## config.mk

```make
export PLATFORM = sky130hd
export DESIGN_NAME = up_port_bridge
export DESIGN_NICKNAME = d
export VERILOG_FILES = /design/src/rtl/up_bus_pkg.sv /design/src/rtl/up_timeout_cnt.sv /design/src/rtl/up_port_bridge.sv
export SDC_FILE = /design/constraint.sdc
export NUM_CORES = 1
export LEC_CHECK = 0
export ABC_AREA = 1
export CAP_MARGIN = 20
export CORE_MARGIN = 3
export CORE_UTILIZATION = 60
export CTS_CLUSTER_SIZE = 24
export DETAILED_ROUTE_END_ITERATION = 8
export DONT_BUFFER_PORTS = 1
export GPL_TIMING_DRIVEN = 0
export PLACE_DENSITY = 0.78
export SYNTH_ARGS = -nofsm -noshare
export SYNTH_HDL_FRONTEND = slang
export SYNTH_HIERARCHICAL = 1
export SYNTH_SLANG_ARGS = --single-unit
```

## constraint.sdc

```tcl
create_clock -name up_clk -period 2.05 [get_ports up_clk]
set_clock_uncertainty 0.15 [all_clocks]
set_input_delay 0.5125 -clock up_clk [delete_from_list [all_inputs] [get_ports up_clk]]
set_output_delay 0.5125 -clock up_clk [all_outputs]
set_load 0.03 [all_outputs]
```

## src/rtl/up_bus_pkg.sv

```systemverilog
// up_bus_pkg: shared constants, state encoding and helpers for the CPU register-bus bridge.
package up_bus_pkg;

   localparam int UP_DW       = 32;
   localparam int ERR_W       = 3;
   localparam int ERR_DECODE  = 0;
   localparam int ERR_OVERRUN = 1;
   localparam int ERR_TIMEOUT = 2;

   typedef enum logic [1:0] {
      IDLE  = 2'd0,
      ISSUE = 2'd1,
      WAIT  = 2'd2
   } up_state_e;

   // Address mask that zeroes the top sel_w bits (the port index field).
   function automatic logic [UP_DW-1:0] sel_clear_mask(input int sel_w);
      logic [UP_DW-1:0] m;
      for (int i = 0; i < UP_DW; i++) begin
         m[i] = (i < UP_DW - sel_w);
      end
      return m;
   endfunction

endpackage

```

## src/rtl/up_timeout_cnt.sv

```systemverilog
// up_timeout_cnt: loadable down-counter; expired is high while the count sits at 1,
// i.e. on the CYCLES-th decrement-enabled cycle after a load.
module up_timeout_cnt
   import up_bus_pkg::*;
#(
   parameter int CYCLES = 1024
) (
   input  logic up_clk,
   input  logic rst_n,
   input  logic load,
   input  logic dec,
   output logic expired
);

   localparam int CW = $clog2(CYCLES + 1);

   logic [CW-1:0] cnt_reg;

   // Reload on each new access, count down while the slave stays busy.
   always_ff @(posedge up_clk or negedge rst_n) begin
      if (!rst_n) begin
         cnt_reg <= '0;
      end else if (load) begin
         cnt_reg <= CW'(CYCLES);
      end else if (dec && (cnt_reg != '0)) begin
         cnt_reg <= cnt_reg - 1'b1;
      end
   end

   assign expired = (cnt_reg == CW'(1));

endmodule

```

## src/rtl/up_port_bridge.sv

```systemverilog
// up_port_bridge: splits the CPU register bus onto per-port slaves, one access at a time.
// The top PORT_SEL_W address bits pick the slave; slave busy/read data merge back into
// up_wait/up_data_rd. Sticky error flags {timeout, overrun, decode} are cleared by err_clr.
// Optional feature: define UP_BRIDGE_TIMEOUT_EN to abort accesses whose slave stays busy
// for TIMEOUT_CYCLES cycles; without it WAIT is unbounded and err_flags[2] reads 0.
module up_port_bridge
   import up_bus_pkg::*;
#(
   parameter int               NUM_PORTS      = 2,
   parameter int               PORT_SEL_W     = 1,
   parameter int               TIMEOUT_CYCLES = 1024,
   parameter logic [UP_DW-1:0] BAD_DATA       = 32'hDEADBEEF
) (
   input  logic                       up_clk,
   input  logic                       rst_n,
   input  logic                       up_wr,
   input  logic                       up_rd,
   input  logic [UP_DW-1:0]           up_addr,
   input  logic [UP_DW-1:0]           up_data_wr,
   output logic [UP_DW-1:0]           up_data_rd,
   output logic                       up_wait,
   output logic [NUM_PORTS-1:0]       s_cs,
   output logic                       s_wr,
   output logic                       s_rd,
   output logic [UP_DW-1:0]           s_addr,
   output logic [UP_DW-1:0]           s_data_wr,
   input  logic [UP_DW*NUM_PORTS-1:0] s_data_rd,
   input  logic [NUM_PORTS-1:0]       s_busy,
   input  logic                       err_clr,
   output logic [ERR_W-1:0]           err_flags
);

   localparam logic [UP_DW-1:0]    ADDR_MASK   = sel_clear_mask(PORT_SEL_W);
   localparam logic [PORT_SEL_W:0] NUM_PORTS_L = (PORT_SEL_W + 1)'(NUM_PORTS);

   up_state_e            state_reg;
   logic [NUM_PORTS-1:0] s_cs_reg;
   logic                 s_wr_reg;
   logic                 s_rd_reg;
   logic                 up_wait_reg;
   logic                 is_wr_reg;
   logic                 valid_reg;
   logic [UP_DW-1:0]     s_addr_reg;
   logic [UP_DW-1:0]     s_data_wr_reg;
   logic [UP_DW-1:0]     up_data_rd_reg;
   logic [ERR_W-1:0]     err_reg;
   logic [ERR_W-1:0]     err_set;

   logic                  strobe;
   logic                  addr_valid;
   logic                  busy_sel;
   logic                  timeout_hit;
   logic [PORT_SEL_W-1:0] sel_idx;
   logic [NUM_PORTS-1:0]  cs_onehot;
   logic [UP_DW-1:0]      rd_masked [NUM_PORTS];
   logic [UP_DW-1:0]      rd_sel;

   assign strobe     = up_wr | up_rd;
   assign sel_idx    = up_addr[UP_DW-1 -: PORT_SEL_W];
   assign addr_valid = ({1'b0, sel_idx} < NUM_PORTS_L);

   // The latched one-hot select steers busy and read data; an undecoded access has no
   // select bit, so it never sees busy and completes on the first WAIT cycle.
   assign busy_sel = |(s_busy & s_cs_reg);

   genvar gi;
   generate
      for (gi = 0; gi < NUM_PORTS; gi++) begin : g_port
         localparam logic [PORT_SEL_W-1:0] PORT_ID = PORT_SEL_W'(gi);
         assign cs_onehot[gi] = addr_valid && (sel_idx == PORT_ID);
         assign rd_masked[gi] = s_data_rd[UP_DW*gi +: UP_DW] & {UP_DW{s_cs_reg[gi]}};
      end
   endgenerate

   // AND-OR read-data mux over the selected port.
   always_comb begin
      rd_sel = '0;
      for (int i = 0; i < NUM_PORTS; i++) begin
         rd_sel = rd_sel | rd_masked[i];
      end
   end

`ifdef UP_BRIDGE_TIMEOUT_EN
   logic tmo_expired;

   up_timeout_cnt #(
      .CYCLES (TIMEOUT_CYCLES)
   ) u_timeout (
      .up_clk  (up_clk),
      .rst_n   (rst_n),
      .load    (state_reg == ISSUE),
      .dec     ((state_reg == WAIT) && busy_sel),
      .expired (tmo_expired)
   );

   assign timeout_hit = (state_reg == WAIT) && busy_sel && tmo_expired;
`else
   // Timeout compiled out: this term is constant 0 for any legal TIMEOUT_CYCLES.
   assign timeout_hit = (TIMEOUT_CYCLES < 0);
`endif

   // Error events raised this cycle.
   always_comb begin
      err_set              = '0;
      err_set[ERR_DECODE]  = (state_reg == IDLE) && strobe && !addr_valid;
      err_set[ERR_OVERRUN] = (state_reg != IDLE) && strobe;
      err_set[ERR_TIMEOUT] = timeout_hit;
   end

   // Sticky error flags; a new event in the clear cycle survives the clear.
   always_ff @(posedge up_clk or negedge rst_n) begin
      if (!rst_n) begin
         err_reg <= '0;
      end else if (err_clr) begin
         err_reg <= err_set;
      end else begin
         err_reg <= err_reg | err_set;
      end
   end

   // Transaction FSM with registered bus outputs.
   always_ff @(posedge up_clk or negedge rst_n) begin
      if (!rst_n) begin
         state_reg      <= IDLE;
         s_cs_reg       <= '0;
         s_wr_reg       <= 1'b0;
         s_rd_reg       <= 1'b0;
         up_wait_reg    <= 1'b0;
         is_wr_reg      <= 1'b0;
         valid_reg      <= 1'b0;
         s_addr_reg     <= '0;
         s_data_wr_reg  <= '0;
         up_data_rd_reg <= '0;
      end else begin
         s_wr_reg <= 1'b0;
         s_rd_reg <= 1'b0;
         case (state_reg)
            IDLE: begin
               if (strobe) begin
                  // A write wins when both strobes arrive together.
                  is_wr_reg     <= up_wr;
                  valid_reg     <= addr_valid;
                  s_addr_reg    <= up_addr & ADDR_MASK;
                  s_data_wr_reg <= up_data_wr;
                  s_cs_reg      <= cs_onehot;
                  s_wr_reg      <= up_wr & addr_valid;
                  s_rd_reg      <= ~up_wr & addr_valid;
                  up_wait_reg   <= 1'b1;
                  state_reg     <= ISSUE;
               end
            end
            ISSUE: begin
               state_reg <= WAIT;
            end
            WAIT: begin
               if (!busy_sel || timeout_hit) begin
                  if (!is_wr_reg) begin
                     up_data_rd_reg <= (valid_reg && !busy_sel) ? rd_sel : BAD_DATA;
                  end
                  s_cs_reg    <= '0;
                  up_wait_reg <= 1'b0;
                  state_reg   <= IDLE;
               end
            end
            default: begin
               s_cs_reg    <= '0;
               up_wait_reg <= 1'b0;
               state_reg   <= IDLE;
            end
         endcase
      end
   end

   assign up_data_rd = up_data_rd_reg;
   assign up_wait    = up_wait_reg;
   assign s_cs       = s_cs_reg;
   assign s_wr       = s_wr_reg;
   assign s_rd       = s_rd_reg;
   assign s_addr     = s_addr_reg;
   assign s_data_wr  = s_data_wr_reg;
   assign err_flags  = err_reg;

endmodule

```

; ---- Word-level counts from Yosys, hierarchy flattened
; Cells that the tools add are included.
[word_totals]
n_memories = 0
out_inout_bits = 104
regBits = 107
rom_bits = 0
in_bits = 135
latch_bits = 0
ramBits = 0
[op_classes]
multipliers = 0
addsub = 0
n_reduce_logical = 10
n_eq_ne = 4
n_shift = 0
muxes = 14
n_lt_le_gt_ge = 0
div_mod_pow = 0
bitwise = 11
[ops]
columns = operator, n
row1 = bitwise AND 32 bit, 2
row2 = two-way mux 32 bit, 1
row3 = bitwise OR 32 bit, 1
row4 = one-hot mux 2 bit (3 select lines), 2
row5 = two-way mux 1 bit, 6
row6 = two-way mux 2 bit, 3
row7 = AND reduction 3 bit, 2
row8 = NOT 1 bit, 5
row9 = != test 2 bit (second input constant), 2
row10 = AND reduction 2 bit, 2
row11 = two-way mux 3 bit, 1
row12 = bitwise OR 3 x 2 -> 3 bit, 1
row13 = one-hot mux 1 bit (3 select lines), 1
row14 = bitwise AND 2 bit, 1
row15 = == test 2 x 1 -> 1 bit (second input constant), 1
row16 = == test 2 bit (second input constant), 1
row17 = logical AND 1 bit, 2
row18 = zero test 2 bit, 1
row19 = nonzero test 2 bit, 1
row20 = OR reduction 2 bit, 1
row21 = zero test 1 bit, 1
row22 = bitwise OR 1 bit, 1

; ---- Longest topological paths before layout
[logic_depth]
depth_word = 5
mapped_depth = 8
ltp_nobuf = 6

; ---- Least setup slack after synthesis
; No wires, ideal clock.
[synth_path]
path_kind = reg-to-reg
from = register s_cs_reg[1], in the netlist s_cs[1]
to = register up_data_rd_reg[15], in the netlist up_data_rd[15]
synth_period_minus_slack_ns = 1.499
required_ns = 1.777
slack_ns = 0.551
path_stages_with_launch = 7
setup_ns = 0.123
arrival_time_ns = 1.226
path_cell_list = dfrtp_1 -> buf_2 -> nand2_2 -> nand3_2 -> clkbuf_1 -> o21ai_0 -> nand2_1
[synth_between]
elab_chain_len = 5
elab_cells_between_ends = 9
cone_classes = 1 x mux / 4 x bitwise / 4 x reduce/logical
[synth_lines]
columns = item, line
row1 = from (decl), up_port_bridge.sv:37  ; logic [NUM_PORTS-1:0] s_cs_reg;
row2 = from (signal assigned), up_port_bridge.sv:145  ; s_cs_reg <= cs_onehot;
row3 = bitwise AND 2 bit, up_port_bridge.sv:64  ; assign busy_sel = |(s_busy & s_cs_reg);
row4 = OR reduction 2 bit, up_port_bridge.sv:64
row5 = zero test 1 bit, up_port_bridge.sv:158  ; up_data_rd_reg <= (valid_reg && !busy_sel) ? rd_sel : BAD_DATA;
row6 = logical AND 1 bit, up_port_bridge.sv:158
row7 = two-way mux 32 bit, up_port_bridge.sv:158
row8 = to (signal assigned), up_port_bridge.sv:158
row9 = to (decl), up_port_bridge.sv:45  ; logic [UP_DW-1:0] up_data_rd_reg;
; Parallel ways exist; a longest one is shown, timed or not.
; A chain may end at the register's enable or synchronous reset.

; ---- Worst setup path after layout
[layout_path]
from = register s_cs_reg[0], in the netlist s_cs[0]
to = register up_data_rd_reg[28], in the netlist up_data_rd[28]
; The elaborated chain is that of the path after synthesis.

==> results.toml <==
[logic_synthesis]
syn_area_um2 = 4580
synth_top_area_share_pct = 57.3
synth_cells = 559
yosysTopAreaCell = "dfrtp_1"
netlist_top_cells_count = "327 x nand2_1, 105 x dfrtp_1, 51 x o21ai_0"
ys.flop_type = "dfrtp_1"
synthArstFlopShare_pct = 100
synth_seq_cells = 105
synth.area.top_cells = "dfrtp_1 57%, nand2_1 27%, o21ai_0 5.6%, buf_2 1.9%, buf_6 1.7%"
yosysWarningCount = 6
synth_edf_count = 0
syn_area_per_cell_um2 = 8.20
synth_cell_types = 23
seq_area_frac_synth_pct = 57.3
yosysMostFrequentCell = "nand2_1"

[sta]
period_minus_slack_ns = 1.83
setup-violations-final = 0
rsz0062_at_grt = "no"
fmax_mhz = 548
tns_ns = 0
holdWs_ns = -0.313
finalHoldViolations = 105
post-route-period-util_pct = 89.0
slew_violations = 0

[clocking]
tritoncts = "yes"
clock_sinks = 105
ctsResizeCount = 0
path_clk_slew_ns = 0.10
cts_setup_buffers = 0
cts_buffer_depth = 2
cts_root_buf = "clkbuf_8"
clock_latency_ns = 0.35
htree_levels = 3
cts_made_buffers = 9

[worst_setup_path]
worstRegToRegCells = 6
crit_buf_inv = 2
r2r_slack_ns = 0.22
crit_path_cell_trace = "buf_2 > nand2_4 > nand3_2 > clkbuf_1 > o21ai_0 > nand2_1"
reg2reg_to = "up_data_rd[28]"
path_class = "reg -> reg"
critPathSlowestCell = "dfrtp_1"
max_stage_delay_ns = 0.57
crit_family = "buffers and inverters"
required_ns = 2.19
start_kind = "register"
worstPathArrival_ns = 1.97
worstPathMaxFanout = 10
reg2reg_from = "s_cs[0]"
worst_setup_path_end_kind = "register"

[floorplanning]
design.portCount = 239
start_util_pct = 62.5
dieArea_um2 = 8720
die_w_um = 93.4
core_area_um2 = 7330
fp.dieH_um = 93.4
rows = 31

[final_layout]
area_delta_synth_final_pct = 7.40
nNetsFinal = 707
instances_no_fill = 676
drive_gt1_share_pct = 10.9
n_fill_cell = 621
final_util_pct = 67.1
n_antenna_cell = 0

[routing]
route.vias.total = 3592
ant_nets = 0
drt_pass1_iterations = 4
drt_iter0_markers = 201
drc = 0
wirelength_um = 11200
wl_per_cell_um = 16.6
vias_per_cell = 5.31

[power_and_ir_drop]
power_per_cell_area_nw_per_um2 = 1930
peakVddDrop_uv = 968
clkPwrFrac_pct = 13.8
p_sw_mw = 4.96
p_leak_nw = 2.72
power_mw = 9.48
seqPwrFrac_pct = 59.6
sw_frac_of_total_pct = 52.3
combPwrFrac_pct = 26.6
intPower_mw = 4.52

[global_routing]
grt_pass1_wl_um = 17400
grt-ovfl-total = 0
first_global_vias = 3530
antenna_found_initial = 0
groute.usage.overall_pct = 25.8
grt_max_degree = 106

[placed_design]
placed_cells = 660
numPortBuffers = 0
gp_congestion = 0.877
place_hpwl_um = 8520

[run_status]
violations = "hold timing"
status = "finished with violations"

[run]
drv_cap = 0

[min_path]
min_path_type = "in -> async"
logic make-up (layout without fill, tap and decap cells):
kind of cell    count (synthesis)  in the layout  share of synthesized area, %
compound gates                 60             60                          6.64
buf+inv                        44             60                          5.87
simple gates                  349            349                          30.1
flops                         105            105                          57.3
other cells                     1              3                        0.0818
power by group through the flow:
stage / registers (mW) / logic (mW) / clock network (mW)
2_1_floorplan: 5.41 / 2.02 / 0
3_3_place_gp: 5.67 / 2.39 / 0
3_5_place_dp: 5.68 / 2.55 / 0
4_1_cts: 5.66 / 2.55 / 1.34
5_1_grt: 5.75 / 2.94 / 1.43
6_report: 5.65 / 2.52 / 1.31
cells in the final DEF (no fill, tap or decap):
| master | synthesis | layout |
|---|---|---|
| clkbuf_1 | 1 | 1 |
| inv_8 | 0 | 1 |
| o21ai_1 | 7 | 7 |
| nand3_2 | 2 | 2 |
| nand3_1 | 8 | 8 |
| nand2_2 | 2 | 2 |
| or2_1 | 2 | 2 |
| clkinv_4 | 0 | 1 |
| nand2_4 | 2 | 2 |
| inv_2 | 2 | 2 |
| o22ai_1 | 1 | 1 |
| clkbuf_8 | 0 | 9 |
| dfrtp_1 | 105 | 105 |
| o21bai_1 | 1 | 1 |
| nor2_1 | 2 | 2 |
| bufinv_16 | 0 | 1 |
| inv_6 | 0 | 3 |
| nand4_1 | 1 | 1 |
| nor2_2 | 1 | 1 |
| nand2_1 | 327 | 327 |
| conb_1 | 1 | 3 |
| buf_6 | 7 | 7 |
| clkbuf_2 | 6 | 6 |
| inv_1 | 5 | 5 |
| buf_4 | 6 | 6 |
| buf_2 | 17 | 17 |
| nor2_4 | 2 | 2 |
| o21ai_0 | 51 | 51 |
| clkinvlp_4 | 0 | 1 |
metal layers:
metal	vias up	routed length (um)	track usage, %
met3	20	1120	8.13
met2	184	5710	43.9
met1	1646	4160	30.4
met4	0	254	9.89
met5	-	0	0
li1	1742	-	-
area by class of cell:
| class | count | area [um^2] | share of cell area, % |
|---|---|---|---|
| sequential | 105 | 2630 | 53.4 |
| multi-input combinational | 412 | 1690 | 34.4 |
| tap | 99 | 124 | 2.52 |
| buffer | 37 | 243 | 4.93 |
| clock buffer | 9 | 124 | 2.52 |
| inverter | 7 | 26.3 | 0.534 |
| clock inverter | 7 | 83.8 | 1.70 |
through the flow:
| step | hold slack [ns] | area [um^2] | setup slack (ns) |
|---|---|---|---|
| floorplan | 0.0669 | 4590 | 0.551 |
| global placement | 0.0692 | 4710 | 0.294 |
| detailed placement | 0.0703 | 4710 | 0.237 |
| CTS | -0.332 | 4920 | 0.222 |
| global route | -0.339 | 4920 | 0.0242 |
| finish | -0.313 | 4920 | 0.225 |
worst max-delay path by stage:
| stage | from | endpoint | slack, ns | cells after the start |
|---|---|---|---|---|
| finish | s_cs[0] | up_data_rd[28] | 0.22 | 6 |
| global route | s_cs[0] | up_data_rd[28] | 0.02 | 6 |
| CTS | s_cs[0] | up_data_rd[28] | 0.22 | 6 |
| detailed placement | s_cs[0] | up_data_rd[23] | 0.24 | 6 |
| global placement | s_cs[0] | up_data_rd[23] | 0.29 | 6 |
| floorplan | s_cs[1] | up_data_rd[15] | 0.55 | 6 |
Power figures use the tool's default switching activity.
